`src/rtl/mc_ctrl_pkg.sv`:
```
// mc_ctrl_pkg: state, opcode/funct, cause and datapath-select encodings
// shared by the multi-cycle control FSM and its memory-wait helper.
package mc_ctrl_pkg;

    typedef enum logic [4:0] {
        S_IF    = 5'd0,
        S_ID    = 5'd1,
        S_ADDR  = 5'd2,
        S_MRD   = 5'd3,
        S_WB    = 5'd4,
        S_MWR   = 5'd5,
        S_EXEC  = 5'd6,
        S_RCOMP = 5'd7,
        S_J     = 5'd9,
        S_IMM   = 5'd10,
        S_IMMU  = 5'd11,
        S_ICOMP = 5'd12,
        S_BEQ   = 5'd13,
        S_BNE   = 5'd14,
        S_LUI   = 5'd15,
        S_JAL   = 5'd16,
        S_JR    = 5'd17,
        S_JALR  = 5'd18,
        S_TRAP  = 5'd19,
        S_RST   = 5'd31
    } state_t;

    localparam logic [5:0] OP_RTYPE = 6'h00;
    localparam logic [5:0] OP_J     = 6'h02;
    localparam logic [5:0] OP_JAL   = 6'h03;
    localparam logic [5:0] OP_BEQ   = 6'h04;
    localparam logic [5:0] OP_BNE   = 6'h05;
    localparam logic [5:0] OP_ADDI  = 6'h08;
    localparam logic [5:0] OP_SLTI  = 6'h0A;
    localparam logic [5:0] OP_ANDI  = 6'h0C;
    localparam logic [5:0] OP_ORI   = 6'h0D;
    localparam logic [5:0] OP_XORI  = 6'h0E;
    localparam logic [5:0] OP_LUI   = 6'h0F;
    localparam logic [5:0] OP_LW    = 6'h23;
    localparam logic [5:0] OP_SW    = 6'h2B;

    localparam logic [5:0] FN_SLL  = 6'h00;
    localparam logic [5:0] FN_SRL  = 6'h02;
    localparam logic [5:0] FN_SRA  = 6'h03;
    localparam logic [5:0] FN_JR   = 6'h08;
    localparam logic [5:0] FN_JALR = 6'h09;
    localparam logic [5:0] FN_ADD  = 6'h20;
    localparam logic [5:0] FN_ADDU = 6'h21;
    localparam logic [5:0] FN_SUB  = 6'h22;
    localparam logic [5:0] FN_SUBU = 6'h23;
    localparam logic [5:0] FN_AND  = 6'h24;
    localparam logic [5:0] FN_OR   = 6'h25;
    localparam logic [5:0] FN_XOR  = 6'h26;
    localparam logic [5:0] FN_NOR  = 6'h27;
    localparam logic [5:0] FN_SLT  = 6'h2A;
    localparam logic [5:0] FN_SLTU = 6'h2B;

    localparam logic [1:0] CAUSE_NONE = 2'b00;
    localparam logic [1:0] CAUSE_ILL  = 2'b01;
    localparam logic [1:0] CAUSE_BUS  = 2'b10;

    localparam logic [1:0] PCSRC_ALU  = 2'b00;
    localparam logic [1:0] PCSRC_REG  = 2'b01;
    localparam logic [1:0] PCSRC_JMP  = 2'b10;
    localparam logic [1:0] PCSRC_TRAP = 2'b11;

    localparam logic [1:0] RD_RT  = 2'b00;
    localparam logic [1:0] RD_RD  = 2'b01;
    localparam logic [1:0] RD_R31 = 2'b10;

    localparam logic [1:0] M2R_ALU = 2'b00;
    localparam logic [1:0] M2R_MDR = 2'b01;
    localparam logic [1:0] M2R_PC  = 2'b10;

    localparam logic [1:0] SRCB_RT    = 2'b00;
    localparam logic [1:0] SRCB_4     = 2'b01;
    localparam logic [1:0] SRCB_IMM   = 2'b10;
    localparam logic [1:0] SRCB_IMMSH = 2'b11;

    localparam logic [1:0] ALU_ADD   = 2'b00;
    localparam logic [1:0] ALU_SUB   = 2'b01;
    localparam logic [1:0] ALU_FUNCT = 2'b10;
    localparam logic [1:0] ALU_IMM   = 2'b11;

    // R-type functs that complete through RCOMP
    function automatic logic is_rfunct(input logic [5:0] fn);
        case (fn)
            FN_SLL, FN_SRL, FN_SRA,
            FN_ADD, FN_ADDU, FN_SUB, FN_SUBU,
            FN_AND, FN_OR, FN_XOR, FN_NOR,
            FN_SLT, FN_SLTU: return 1'b1;
            default:         return 1'b0;
        endcase
    endfunction

endpackage

```
`src/rtl/mc_mem_wait.sv`:
```
// mc_mem_wait: counts wait cycles of a pending memory access and flags
// a bus error when MEM_TIMEOUT cycles pass without mem_ready.
module mc_mem_wait #(
    parameter int TMO_W       = 4,
    parameter int MEM_TIMEOUT = 15
) (
    input  logic clk,
    input  logic reset,
    input  logic i_active,
    input  logic i_ready,
    output logic o_bus_err
);

    logic [TMO_W-1:0] r_cnt;
    logic             w_wait;

    assign w_wait    = i_active && !i_ready;
    assign o_bus_err = w_wait && (r_cnt == TMO_W'(MEM_TIMEOUT - 1));

    // any cycle that is not a continuing wait leaves the count at zero,
    // so every fresh access starts from a clean counter
    always_ff @(posedge clk or posedge reset) begin
        if (reset)
            r_cnt <= '0;
        else if (w_wait && !o_bus_err)
            r_cnt <= r_cnt + TMO_W'(1);
        else
            r_cnt <= '0;
    end

endmodule

```
`src/rtl/mc_control_hs.sv`:
```
// mc_control_hs: multi-cycle main control FSM with memory handshake,
// wait timeout and trap state. Optional counters: MC_PERF_CNT_EN.
module mc_control_hs
    import mc_ctrl_pkg::*;
#(
    parameter int ALUOP_W     = 2,
    parameter int TMO_W       = 4,
    parameter int MEM_TIMEOUT = 15,
    parameter int CNT_W       = 32
) (
    input  logic               clk,
    input  logic               reset,
    input  logic [5:0]         opcode,
    input  logic [5:0]         funct,
    input  logic               mem_ready,
    output logic               mem_req,
    output logic               MemRead,
    output logic               MemWrite,
    output logic               IorD,
    output logic               IRWrite,
    output logic               PCWrite,
    output logic               PCWriteCond,
    output logic               BranchNotEqual,
    output logic [1:0]         PCSrc,
    output logic [1:0]         RegDst,
    output logic [1:0]         MemtoReg,
    output logic               RegWrite,
    output logic               ALUSrcA,
    output logic [1:0]         ALUSrcB,
    output logic [ALUOP_W-1:0] ALUOp,
    output logic               ZeroExt,
    output logic               EPCWrite,
    output logic               CauseWrite,
    output logic [1:0]         cause,
    output logic [4:0]         state
`ifdef MC_PERF_CNT_EN
    ,
    output logic [CNT_W-1:0]   cycle_cnt,
    output logic [CNT_W-1:0]   instret_cnt
`endif
);

    state_t     r_state;
    state_t     w_next;
    logic [1:0] r_cause;
    logic [1:0] w_cause;
    logic [1:0] w_aluop;
    logic       w_mem_active;
    logic       w_bus_err;

    assign state        = r_state;
    assign ALUOp        = ALUOP_W'(w_aluop);
    assign w_mem_active = r_state inside {S_IF, S_MRD, S_MWR};

    mc_mem_wait #(
        .TMO_W       (TMO_W),
        .MEM_TIMEOUT (MEM_TIMEOUT)
    ) u_mem_wait (
        .clk       (clk),
        .reset     (reset),
        .i_active  (w_mem_active),
        .i_ready   (mem_ready),
        .o_bus_err (w_bus_err)
    );

    always_ff @(posedge clk or posedge reset) begin
        if (reset) begin
            r_state <= S_RST;
            r_cause <= CAUSE_NONE;
        end else begin
            r_state <= w_next;
            r_cause <= w_cause;
        end
    end

    always_comb begin
        w_next         = S_IF;
        w_cause        = r_cause;
        mem_req        = 1'b0;
        MemRead        = 1'b0;
        MemWrite       = 1'b0;
        IorD           = 1'b0;
        IRWrite        = 1'b0;
        PCWrite        = 1'b0;
        PCWriteCond    = 1'b0;
        BranchNotEqual = 1'b0;
        PCSrc          = PCSRC_ALU;
        RegDst         = RD_RT;
        MemtoReg       = M2R_ALU;
        RegWrite       = 1'b0;
        ALUSrcA        = 1'b0;
        ALUSrcB        = SRCB_RT;
        w_aluop        = ALU_ADD;
        ZeroExt        = 1'b0;
        EPCWrite       = 1'b0;
        CauseWrite     = 1'b0;
        cause          = CAUSE_NONE;
        case (r_state)
            S_RST: w_next = S_IF;
            S_IF: begin
                mem_req = 1'b1;
                MemRead = 1'b1;
                ALUSrcB = SRCB_4;
                IRWrite = mem_ready;
                PCWrite = mem_ready;
                if (mem_ready) begin
                    w_next = S_ID;
                end else if (w_bus_err) begin
                    w_next  = S_TRAP;
                    w_cause = CAUSE_BUS;
                end else begin
                    w_next = S_IF;
                end
            end
            S_ID: begin
                ALUSrcB = SRCB_IMMSH;
                case (opcode)
                    OP_RTYPE:                   w_next = S_EXEC;
                    OP_LW, OP_SW:               w_next = S_ADDR;
                    OP_ADDI, OP_SLTI:           w_next = S_IMM;
                    OP_ANDI, OP_ORI, OP_XORI:   w_next = S_IMMU;
                    OP_LUI:                     w_next = S_LUI;
                    OP_J:                       w_next = S_J;
                    OP_JAL:                     w_next = S_JAL;
                    OP_BEQ:                     w_next = S_BEQ;
                    OP_BNE:                     w_next = S_BNE;
                    default: begin
                        w_next  = S_TRAP;
                        w_cause = CAUSE_ILL;
                    end
                endcase
            end
            S_EXEC: begin
                ALUSrcA = 1'b1;
                w_aluop = ALU_FUNCT;
                if (funct == FN_JR) begin
                    w_next = S_JR;
                end else if (funct == FN_JALR) begin
                    w_next = S_JALR;
                end else if (is_rfunct(funct)) begin
                    w_next = S_RCOMP;
                end else begin
                    w_next  = S_TRAP;
                    w_cause = CAUSE_ILL;
                end
            end
            S_ADDR: begin
                ALUSrcA = 1'b1;
                ALUSrcB = SRCB_IMM;
                w_next  = (opcode == OP_LW) ? S_MRD : S_MWR;
            end
            S_MRD, S_MWR: begin
                mem_req  = 1'b1;
                IorD     = 1'b1;
                MemRead  = (r_state == S_MRD);
                MemWrite = (r_state == S_MWR);
                if (mem_ready) begin
                    w_next = (r_state == S_MRD) ? S_WB : S_IF;
                end else if (w_bus_err) begin
                    w_next  = S_TRAP;
                    w_cause = CAUSE_BUS;
                end else begin
                    w_next = r_state;
                end
            end
            S_IMM, S_IMMU, S_LUI: begin
                ALUSrcA = (r_state != S_LUI);
                ALUSrcB = SRCB_IMM;
                w_aluop = ALU_IMM;
                ZeroExt = (r_state == S_IMMU);
                w_next  = S_ICOMP;
            end
            S_RCOMP: begin
                RegDst   = RD_RD;
                RegWrite = 1'b1;
            end
            S_ICOMP: RegWrite = 1'b1;
            S_WB: begin
                MemtoReg = M2R_MDR;
                RegWrite = 1'b1;
            end
            S_BEQ, S_BNE: begin
                ALUSrcA        = 1'b1;
                w_aluop        = ALU_SUB;
                PCWriteCond    = 1'b1;
                PCSrc          = PCSRC_REG;
                BranchNotEqual = (r_state == S_BNE);
            end
            S_J, S_JAL: begin
                PCWrite = 1'b1;
                PCSrc   = PCSRC_JMP;
                if (r_state == S_JAL) begin
                    RegDst   = RD_R31;
                    MemtoReg = M2R_PC;
                    RegWrite = 1'b1;
                end
            end
            S_JR, S_JALR: begin
                PCWrite = 1'b1;
                PCSrc   = PCSRC_REG;
                if (r_state == S_JALR) begin
                    RegDst   = RD_R31;
                    MemtoReg = M2R_PC;
                    RegWrite = 1'b1;
                end
            end
            S_TRAP: begin
                EPCWrite   = 1'b1;
                CauseWrite = 1'b1;
                PCWrite    = 1'b1;
                PCSrc      = PCSRC_TRAP;
                cause      = r_cause;
            end
            default: w_next = S_IF;
        endcase
        // a new instruction starts with no pending cause
        if (w_next == S_IF)
            w_cause = CAUSE_NONE;
    end

`ifdef MC_PERF_CNT_EN
    logic w_retire;

    always_comb begin
        case (r_state)
            S_RCOMP, S_ICOMP, S_WB, S_BEQ, S_BNE,
            S_J, S_JAL, S_JR, S_JALR: w_retire = 1'b1;
            S_MWR:                    w_retire = mem_ready;
            default:                  w_retire = 1'b0;
        endcase
    end

    always_ff @(posedge clk or posedge reset) begin
        if (reset) begin
            cycle_cnt   <= '0;
            instret_cnt <= '0;
        end else begin
            if (r_state != S_RST)
                cycle_cnt <= cycle_cnt + CNT_W'(1);
            if (w_retire)
                instret_cnt <= instret_cnt + CNT_W'(1);
        end
    end
`endif

endmodule
```
`config.mk`:
```
export PLATFORM = sky130hd
export DESIGN_NAME = mc_control_hs
export DESIGN_NICKNAME = d
export VERILOG_FILES = /design/src/rtl/mc_ctrl_pkg.sv /design/src/rtl/mc_mem_wait.sv /design/src/rtl/mc_control_hs.sv
export SDC_FILE = /design/constraint.sdc
export NUM_CORES = 1
export LEC_CHECK = 0
export CORE_MARGIN = 3
export CORE_UTILIZATION = 45
export DETAILED_ROUTE_END_ITERATION = 12
export GPL_TIMING_DRIVEN = 0
export PLACE_DENSITY = 0.88
export SYNTH_ARGS = -nofsm -noshare
export SYNTH_HDL_FRONTEND = slang
export SYNTH_SLANG_ARGS = --single-unit
```
`constraint.sdc`:
```
create_clock -name clk -period 2.6 [get_ports clk]
set_clock_uncertainty 0.05 [all_clocks]
set_input_delay 0.52 -clock clk [delete_from_list [all_inputs] [get_ports clk]]
set_output_delay 0.52 -clock clk [all_outputs]
set_load 0.03 [all_outputs]
```
==> flow_summary.html, run 1 <==
<table>
<tr><th>Metric</th><th>Value</th></tr>
<tr><th colspan="2">Setup path</th></tr>
<tr><td>Buffers plus inverters on the worst setup path</td><td>2</td></tr>
<tr><td>Kind of cell with the highest combined delay on the critical path</td><td>flip-flops</td></tr>
<tr><td>Category of the most critical setup path</td><td>register to output pin</td></tr>
<tr><td>Required time of the worst setup path</td><td>2.03 ns</td></tr>
<tr><td>Critical path, cell by cell</td><td>inv_1 -&gt; or3_1 -&gt; nand2b_1 -&gt; a21oi_1 -&gt; clkbuf_4</td></tr>
<tr><td>Cell with the largest stage delay on the worst path</td><td>dfstp_2</td></tr>
<tr><td>R2r worst-path depth</td><td>6</td></tr>
<tr><td>Kind of capture point of the worst setup path</td><td>output pin</td></tr>
<tr><td>Arrival time of the worst setup path</td><td>between 1.5 and 2 ns</td></tr>
<tr><td>Delay contributed by the slowest stage of the critical path</td><td>between 0.6 and 0.7 ns</td></tr>
<tr><td>Stages on the worst setup path</td><td>5</td></tr>
<tr><td>Largest fanout on the critical path</td><td>8</td></tr>
<tr><td>Crit path launch type</td><td>register</td></tr>
<tr><th colspan="2">Power and ir drop</th></tr>
<tr><td>Worst IR Drop VDD</td><td>0.0006381 V</td></tr>
<tr><td>P per Cell Area</td><td>roughly 1000 nW/um2</td></tr>
<tr><td>Leakage power</td><td>roughly 0.00077 uW</td></tr>
<tr><td>Power, Total</td><td>~1800 uW</td></tr>
<tr><th colspan="2">Synthesis</th></tr>
<tr><td>Flip-flop cell with the highest count after synthesis</td><td>dfrtp_1</td></tr>
<tr><td>Cell area after synthesis</td><td>roughly 1300 um2</td></tr>
<tr><td>Sequential area share after synthesis</td><td>approximately 22%</td></tr>
<tr><td>Cell count after synthesis</td><td>178</td></tr>
<tr><td>Yosys warning count</td><td>0</td></tr>
<tr><td>Share of synthesized registers carrying an async set or reset</td><td>100.0%</td></tr>
<tr><td>Synth cell types</td><td>56</td></tr>
<tr><td>Mean cell area of the mapped netlist</td><td>approximately 7 um2</td></tr>
<tr><td>Flops &amp; latches, synth</td><td>11</td></tr>
<tr><td>Net count after synthesis</td><td>around 200</td></tr>
<tr><td>Number of synthesized flops with an enable pin</td><td>0</td></tr>
<tr><th colspan="2">STA</th></tr>
<tr><td>Fmax achieved</td><td>roughly 400 MHz</td></tr>
<tr><td>Clock period minus worst slack</td><td>2.502 ns</td></tr>
<tr><td>Unrepaired setup endpoints after global routing</td><td>false</td></tr>
<tr><td>Final cycle utilization of the critical path</td><td>between 90% and 100%</td></tr>
<tr><td>Headroom to the max-slew limit</td><td>73.36%</td></tr>
<tr><td>Count of final setup violators</td><td>0</td></tr>
<tr><td>Worst-margin pin slew</td><td>0.3991 ns</td></tr>
<tr><td>Max Transition Viols Final</td><td>0</td></tr>
<tr><td>Final Hold Violating Endpoints</td><td>0</td></tr>
<tr><td>Setup total negative slack</td><td>0 ns</td></tr>
<tr><th colspan="2">Cells and area</th></tr>
<tr><td>Fin util</td><td>68.55%</td></tr>
<tr><td>Most common cell after layout, fill and taps aside</td><td>nor2_1</td></tr>
<tr><td>Post-route cell area</td><td>about 1800 um2</td></tr>
<tr><td>Final-layout fill cell count</td><td>between 200 and 250</td></tr>
<tr><td>Leading cell types in the layout, fill and taps excluded</td><td>27 x nor2_1, 19 x clkdlybuf4s50_1, 14 x nand2_1</td></tr>
<tr><td>Layout-stage area growth over the synthesis result</td><td>39.80%</td></tr>
<tr><td>Antenna Cells</td><td>0</td></tr>
<tr><td>Number of nets in the layout</td><td>roughly 240</td></tr>
<tr><td>Ratio of cells with drive above 1 in the final layout</td><td>between 20% and 30%</td></tr>
<tr><th colspan="2">Clock tree</th></tr>
<tr><td>Clock sinks</td><td>11</td></tr>
<tr><td>Worst-path clk slew</td><td>~0.06 ns</td></tr>
<tr><td>Buffer depth of the longest clock path</td><td>2</td></tr>
<tr><td>Number of buffers added for setup after CTS</td><td>0</td></tr>
<tr><td>CTS Buf Count</td><td>3</td></tr>
<tr><td>Clock tree from TritonCTS</td><td>yes</td></tr>
<tr><td>H-tree Lvls</td><td>1</td></tr>
<tr><td>Buffer cell driving the clock tree root</td><td>clkbuf_4</td></tr>
<tr><td>Clock latency of the later-clocked register in the worst-skew pair</td><td>approximately 0.26 ns</td></tr>
<tr><th colspan="2">Floorplanning</th></tr>
<tr><td>Die extent in y</td><td>a little under 60 um</td></tr>
<tr><td>Initial cell density of the core</td><td>between 40% and 50%</td></tr>
<tr><td>Number of placement rows</td><td>18</td></tr>
<tr><td>Placeable core area</td><td>about 2600 um2</td></tr>
<tr><td>Die area</td><td>about 3500 um2</td></tr>
<tr><td>Ports placed on the boundary</td><td>between 40 and 50</td></tr>
<tr><td>Die boundary width</td><td>between 50 and 60 um</td></tr>
<tr><th colspan="2">Route</th></tr>
<tr><td>DRT Wirelength</td><td>around 3500 um</td></tr>
<tr><td>Total via count in the routed design</td><td>about 1500</td></tr>
<tr><td>DRT antenna net count</td><td>0</td></tr>
<tr><td>Number of DRC markers in iteration 0</td><td>69</td></tr>
<tr><td>Number of search-and-repair iterations in the first detailed-routing pass</td><td>4</td></tr>
<tr><td>Via density per instance</td><td>between 5 and 6</td></tr>
<tr><td>Post-route DRC violation count</td><td>0</td></tr>
<tr><td>Wirelength per Cell</td><td>between 10 and 15 um</td></tr>
<tr><th colspan="2">Global routing</th></tr>
<tr><td>Remaining Overflow, GRT</td><td>0</td></tr>
<tr><td>Number of antenna violations at the first check in global routing</td><td>0</td></tr>
<tr><td>Pin count of the biggest net entering global routing</td><td>12</td></tr>
<tr><td>Vias in the first global route</td><td>about 1300</td></tr>
<tr><td>Total routing resource utilization after global routing</td><td>21.37%</td></tr>
<tr><td>Wire length of the first global-routing pass</td><td>between 5000 and 6000 um</td></tr>
<tr><th colspan="2">Worst hold path</th></tr>
<tr><td>Hold Crit Depth</td><td>1</td></tr>
<tr><td>Type of the most critical hold path</td><td>register to register</td></tr>
<tr><th colspan="2">Placed design</th></tr>
<tr><td>I/O Buffers</td><td>43</td></tr>
<tr><td>Final GP Congestion</td><td>0.9111</td></tr>
<tr><td>Dpl cell area</td><td>~1700 um2</td></tr>
<tr><td>Final HPWL DP</td><td>about 2800 um</td></tr>
<tr><th colspan="2">Job</th></tr>
<tr><td>Number of maximum-capacitance constraint violations</td><td>0</td></tr>
<tr><th colspan="2">Outcome</th></tr>
<tr><td>Outcome</td><td>completed</td></tr>
</table>
[synth_stat cells (2+ instances only)]
library cell,number,area (um2)
xnor2_1,3,26.28
o2111ai_1,2,17.52
a31oi_1,2,12.51
nand2b_1,8,50.05
a21o_1,2,15.01
dfrtp_1,6,150.1
and4b_1,2,20.02
dfstp_2,5,131.4
clkbuf_1,5,18.77
a21oi_1,8,40.04
nand3_1,6,30.03
buf_2,2,10.01
nand2_1,15,56.30
or3_1,5,31.28
o21ai_0,6,30.03
and2_1,3,18.77
inv_1,11,41.29
ha_1,2,25.02
mux2i_1,2,20.02
nor2_1,28,105.1
a22oi_1,2,15.01
nor3_1,7,35.03
o211ai_1,3,22.52
nand4_1,2,12.51
nor2b_1,10,62.56
[per-layer routing]
layer	vias up	part of all wire, %	global-route usage (%)
li1	738	-	-
met3	0	7.0	3.486
met4	0	0	2.913
met2	59	49	35.49
met5	-	0	0
met1	679	44	29.81
[power by group]
part           switching (uW)  total (uW)  internal, uW  leakage (uW)
combinational             876        1400           528      0.000623
clock                    50.6         110          59.2     0.0000150
sequential               66.8         308           242      0.000134
[worst paths after layout]
kind | from | to | slack, ns
min in group asynchronous | reset | r_cause[0] | 0.49
setup / recovery | state[2] | PCSrc[0] | 0.1
hold reg to reg | u_mem_wait.r_cnt[0] | u_mem_wait.r_cnt[0] | 0.44
hold / removal | u_mem_wait.r_cnt[0] | u_mem_wait.r_cnt[0] | 0.44
max in group asynchronous | reset | state[1] | 1.69
setup reg to reg | state[0] | r_cause[0] | 0.45
[per-stage QoR]
step / cells / setup slack [ns] / hold slack [ns]
global placement: 251 / -0.3717 / 0.4246
floorplan: 178 / 0.01175 / 0.3189
global route: 255 / 0.001640 / 0.4589
CTS: 255 / -0.003405 / 0.4376
detailed placement: 251 / -0.4084 / 0.4284
finish: 255 / 0.09815 / 0.4386
[sequential cells by signal, indices dropped and copies added, names as in the netlist]
| register | flops |
|---|---|
| u_mem_wait.r_cnt | 4 |
| r_cause | 2 |
| state | 5 |
[layout make-up]
type                            instances  area (um2)  area share [%]
Buffer                                  9       67.56           3.806
Clock buffer                            4       26.28           1.480
Inverter                               11       41.29           2.326
Multi-Input combinational cell        147       942.2           53.07
Sequential cell                        11       281.5           15.86
Tap cell                               30       37.54           2.114
Timing Repair Buffer                   43       379.1           21.35
[cell families (layout without fill, tap and decap cells)]
| family | count (synthesis) | count (layout) | share of synthesized area [%] |
|---|---|---|---|
| simple gates | 99 | 99 | 42.37 |
| compound gates | 38 | 38 | 21.08 |
| buf+inv | 20 | 67 | 6.404 |
| flops | 11 | 11 | 22.17 |
| xor+xnor | 4 | 4 | 2.759 |
| mux | 3 | 3 | 2.463 |
| fa+ha+maj | 3 | 3 | 2.758 |
[timing repair]
item	in CTS	in global routing
hold buffers	0	0
endpoints found under the hold margin	0	0
resized for setup	57	35
endpoints found under the setup margin	23	18
Power figures use the tool's default switching activity.
==> run 2: changes to the inputs <==
--- a/config.mk
+++ b/config.mk
@@ -10,6 +10,7 @@
 export DETAILED_ROUTE_END_ITERATION = 12
 export GPL_TIMING_DRIVEN = 0
 export PLACE_DENSITY = 0.88
+export REMOVE_ABC_BUFFERS = 1
 export SYNTH_ARGS = -nofsm -noshare
 export SYNTH_HDL_FRONTEND = slang
 export SYNTH_SLANG_ARGS = --single-unit
==> flow_summary.html, run 2 (same netlist as run 1, synthesis figures left out) <==
<table>
<tr><th>Metric</th><th>Value</th></tr>
<tr><th colspan="2">Clock tree</th></tr>
<tr><td>CTS Buf Count</td><td>3 (unchanged)</td></tr>
<tr><td>Buffer depth of the longest clock path</td><td>2 (unchanged)</td></tr>
<tr><td>Clock sinks</td><td>11 (unchanged)</td></tr>
<tr><td>Clock tree from TritonCTS</td><td>yes (unchanged)</td></tr>
<tr><td>Buffer cell driving the clock tree root</td><td>clkbuf_4 (unchanged)</td></tr>
<tr><td>H-tree Lvls</td><td>1 (unchanged)</td></tr>
<tr><td>Clock latency of the later-clocked register in the worst-skew pair</td><td>0.27 ns (was 0.26 ns)</td></tr>
<tr><td>Worst-path clk slew</td><td>0.06 ns (about the same)</td></tr>
<tr><th colspan="2">Cells and area</th></tr>
<tr><td>Ratio of cells with drive above 1 in the final layout</td><td>17.47% (was 20.00%)</td></tr>
<tr><td>Antenna Cells</td><td>0 (unchanged)</td></tr>
<tr><td>Fin util</td><td>70.48% (was 68.55%)</td></tr>
<tr><td>Largest register FFs</td><td>5 (unchanged)</td></tr>
<tr><td>Layout-stage area growth over the synthesis result</td><td>43.74% (was 39.80%)</td></tr>
<tr><td>Leading cell types in the layout, fill and taps excluded</td><td>27 x nor2_1, 20 x clkdlybuf4s50_1, 15 x nand2_1 (was 27 x nor2_1, 19 x clkdlybuf4s50_1, 14 x nand2_1)</td></tr>
<tr><td>Number of nets in the layout</td><td>247 (was 243)</td></tr>
<tr><td>Most common cell after layout, fill and taps aside</td><td>nor2_1 (unchanged)</td></tr>
<tr><th colspan="2">Floorplanning</th></tr>
<tr><td>Number of placement rows</td><td>18 (unchanged)</td></tr>
<tr><td>Die area</td><td>3496 um2 (unchanged)</td></tr>
<tr><td>Ports placed on the boundary</td><td>45 (unchanged)</td></tr>
<tr><td>Initial cell density of the core</td><td>49.03% (unchanged)</td></tr>
<tr><td>Die boundary width</td><td>59.13 um (unchanged)</td></tr>
<tr><td>Die extent in y</td><td>59.13 um (unchanged)</td></tr>
<tr><td>Placeable core area</td><td>2590 um2 (unchanged)</td></tr>
<tr><th colspan="2">Setup path</th></tr>
<tr><td>R2r worst-path depth</td><td>6 (unchanged)</td></tr>
<tr><td>Largest fanout on the critical path</td><td>8 (unchanged)</td></tr>
<tr><td>Arrival time of the worst setup path</td><td>1.98 ns (was 1.93 ns)</td></tr>
<tr><td>Critical register-to-register path endpoint</td><td>r_cause[0] (unchanged)</td></tr>
<tr><td>Category of the most critical setup path</td><td>register to output pin (unchanged)</td></tr>
<tr><td>Flop-to-flop setup slack</td><td>0.34 ns (was 0.45 ns)</td></tr>
<tr><td>Crit path launch type</td><td>register (unchanged)</td></tr>
<tr><td>Kind of capture point of the worst setup path</td><td>output pin (unchanged)</td></tr>
<tr><td>Required time of the worst setup path</td><td>2.03 ns (about the same)</td></tr>
<tr><td>Reg-to-Reg Start</td><td>state[0] (unchanged)</td></tr>
<tr><th colspan="2">STA</th></tr>
<tr><td>Final worst slack</td><td>0.05439 ns (was 0.09815 ns)</td></tr>
<tr><td>Max Transition Viols Final</td><td>0 (unchanged)</td></tr>
<tr><td>Fmax achieved</td><td>392.8 MHz (was 399.7 MHz)</td></tr>
<tr><td>Count of final setup violators</td><td>0 (unchanged)</td></tr>
<tr><td>Final cycle utilization of the critical path</td><td>97.91% (was 96.23%)</td></tr>
<tr><td>Worst-margin pin slew</td><td>0.4079 ns (was 0.3991 ns)</td></tr>
<tr><td>Headroom to the max-slew limit</td><td>72.77% (was 73.36%)</td></tr>
<tr><td>Final Hold Violating Endpoints</td><td>0 (unchanged)</td></tr>
<tr><td>Clock period minus worst slack</td><td>2.546 ns (was 2.502 ns)</td></tr>
<tr><th colspan="2">Placed design</th></tr>
<tr><td>Post-Place Worst Slack</td><td>-0.2841 ns (was -0.4084 ns)</td></tr>
<tr><td>Final GP Congestion</td><td>0.9103 (was 0.9111)</td></tr>
<tr><td>I/O Buffers</td><td>44 (was 43)</td></tr>
<tr><td>Final HPWL DP</td><td>2676 um (was 2801 um)</td></tr>
<tr><th colspan="2">Global routing</th></tr>
<tr><td>Remaining Overflow, GRT</td><td>0 (unchanged)</td></tr>
<tr><td>Pin count of the biggest net entering global routing</td><td>26 (was 12)</td></tr>
<tr><td>Number of antenna violations at the first check in global routing</td><td>0 (unchanged)</td></tr>
<tr><td>Wire length of the first global-routing pass</td><td>6003 um (was 5878 um)</td></tr>
<tr><td>Total routing resource utilization after global routing</td><td>21.69% (was 21.37%)</td></tr>
<tr><td>Vias in the first global route</td><td>1316 (was 1326)</td></tr>
<tr><th colspan="2">Route</th></tr>
<tr><td>Post-route DRC violation count</td><td>0 (unchanged)</td></tr>
<tr><td>Via density per instance</td><td>5.888 (was 5.788)</td></tr>
<tr><td>DRT Wirelength</td><td>3889 um (was 3525 um)</td></tr>
<tr><td>Total via count in the routed design</td><td>1525 (was 1476)</td></tr>
<tr><td>Wirelength per Cell</td><td>15.02 um (was 13.82 um)</td></tr>
<tr><td>Number of search-and-repair iterations in the first detailed-routing pass</td><td>4 (unchanged)</td></tr>
<tr><td>Number of DRC markers in iteration 0</td><td>104 (was 69)</td></tr>
<tr><td>DRT antenna net count</td><td>0 (unchanged)</td></tr>
<tr><th colspan="2">Worst hold path</th></tr>
<tr><td>Type of the most critical hold path</td><td>register to register (unchanged)</td></tr>
<tr><td>Hold Crit Depth</td><td>1 (unchanged)</td></tr>
<tr><td>Start point of the worst hold path</td><td>u_mem_wait.r_cnt[0] (unchanged)</td></tr>
<tr><td>Worst hold endpoint</td><td>u_mem_wait.r_cnt[0] (unchanged)</td></tr>
<tr><th colspan="2">Power and ir drop</th></tr>
<tr><td>Power, Total</td><td>1848 uW (was 1823 uW)</td></tr>
<tr><td>P per Cell Area</td><td>1012 nW/um2 (was 1027 nW/um2)</td></tr>
<tr><td>Worst IR Drop VDD</td><td>0.0008173 V (was 0.0006381 V)</td></tr>
<tr><td>Leakage power</td><td>0.0008029 uW (was 0.0007720 uW)</td></tr>
<tr><th colspan="2">Outcome</th></tr>
<tr><td>Outcome</td><td>completed (unchanged)</td></tr>
<tr><th colspan="2">Job</th></tr>
<tr><td>Number of maximum-capacitance constraint violations</td><td>0 (unchanged)</td></tr>
</table>
==> run 2: how the worst max path moves through the flow <==
stage | from | to
3_3_place_gp | state[2] | PCSrc[0]
3_5_place_dp | state[2] | PCSrc[0]
5_1_grt | state[2] | PCSrc[0]
2_1_floorplan | state[4] | cause[0]
6_report | state[2] | PCSrc[0]
4_1_cts | state[4] | cause[0]
==> run 2: timing repair <==
action	CTS	global route
setup buffers	2	10
hold buffers	0	0
endpoints found under the setup margin	23	14
resized for setup	44	8
pin swaps	0	0
hold endpoints to repair	0	0
==> run 2: power by group <==
| group | internal, uW | switching (uW) | total [uW] | leakage [uW] |
|---|---|---|---|---|
| Clock | 59.4 | 54.1 | 114 | 0.0000150 |
| Sequential | 254 | 129 | 383 | 0.000135 |
| Combinational | 523 | 828 | 1350 | 0.000653 |
==> run 2: through the flow <==
step	cells	setup TNS (ns)	instance area, um2	hold WS, ns
4_1_cts	249	0	1749	0.4523
3_5_place_dp	243	-1.478	1708	0.4427
2_1_floorplan	169	-0.7003	1230	0.3189
3_3_place_gp	243	-1.314	1708	0.4292
6_report	259	0	1826	0.4556
5_1_grt	259	-0.01562	1826	0.4572
==> run 2: cell type report <==
type,instances,area [um2]
multi-input cells,147,928.4
clock buffers,4,26.28
inverters,11,41.29
fillers,227,764.5
repair buffers,56,503.0
well taps,30,37.54
flip-flops and latches,11,289.0
==> run 2: worst max-delay path, stage by stage (launching register included) <==
cell and delay (ns):
dfstp_2 0.60, inv_1 0.15, or3_1 0.41, nand2b_1 0.17
a21oi_1 0.17, buf_2 0.22
==> run 2: metal layers <==
metal	vias up	global-route usage, %	routed length, um
met5	-	0	0
met1	698	29.81	1596
li1	743	-	-
met3	7	3.704	310
met2	77	35.49	1948
met4	0	4.854	34
==> run 3: changes to the inputs <==
--- a/config.mk
+++ b/config.mk
@@ -8,6 +8,7 @@
 export CORE_MARGIN = 3
 export CORE_UTILIZATION = 45
 export DETAILED_ROUTE_END_ITERATION = 12
+export GPL_ROUTABILITY_DRIVEN = 0
 export GPL_TIMING_DRIVEN = 0
 export PLACE_DENSITY = 0.88
 export REMOVE_ABC_BUFFERS = 1
==> results of run 3 <==
No change in the layout: final DEF, timing and power equal those of run 2.
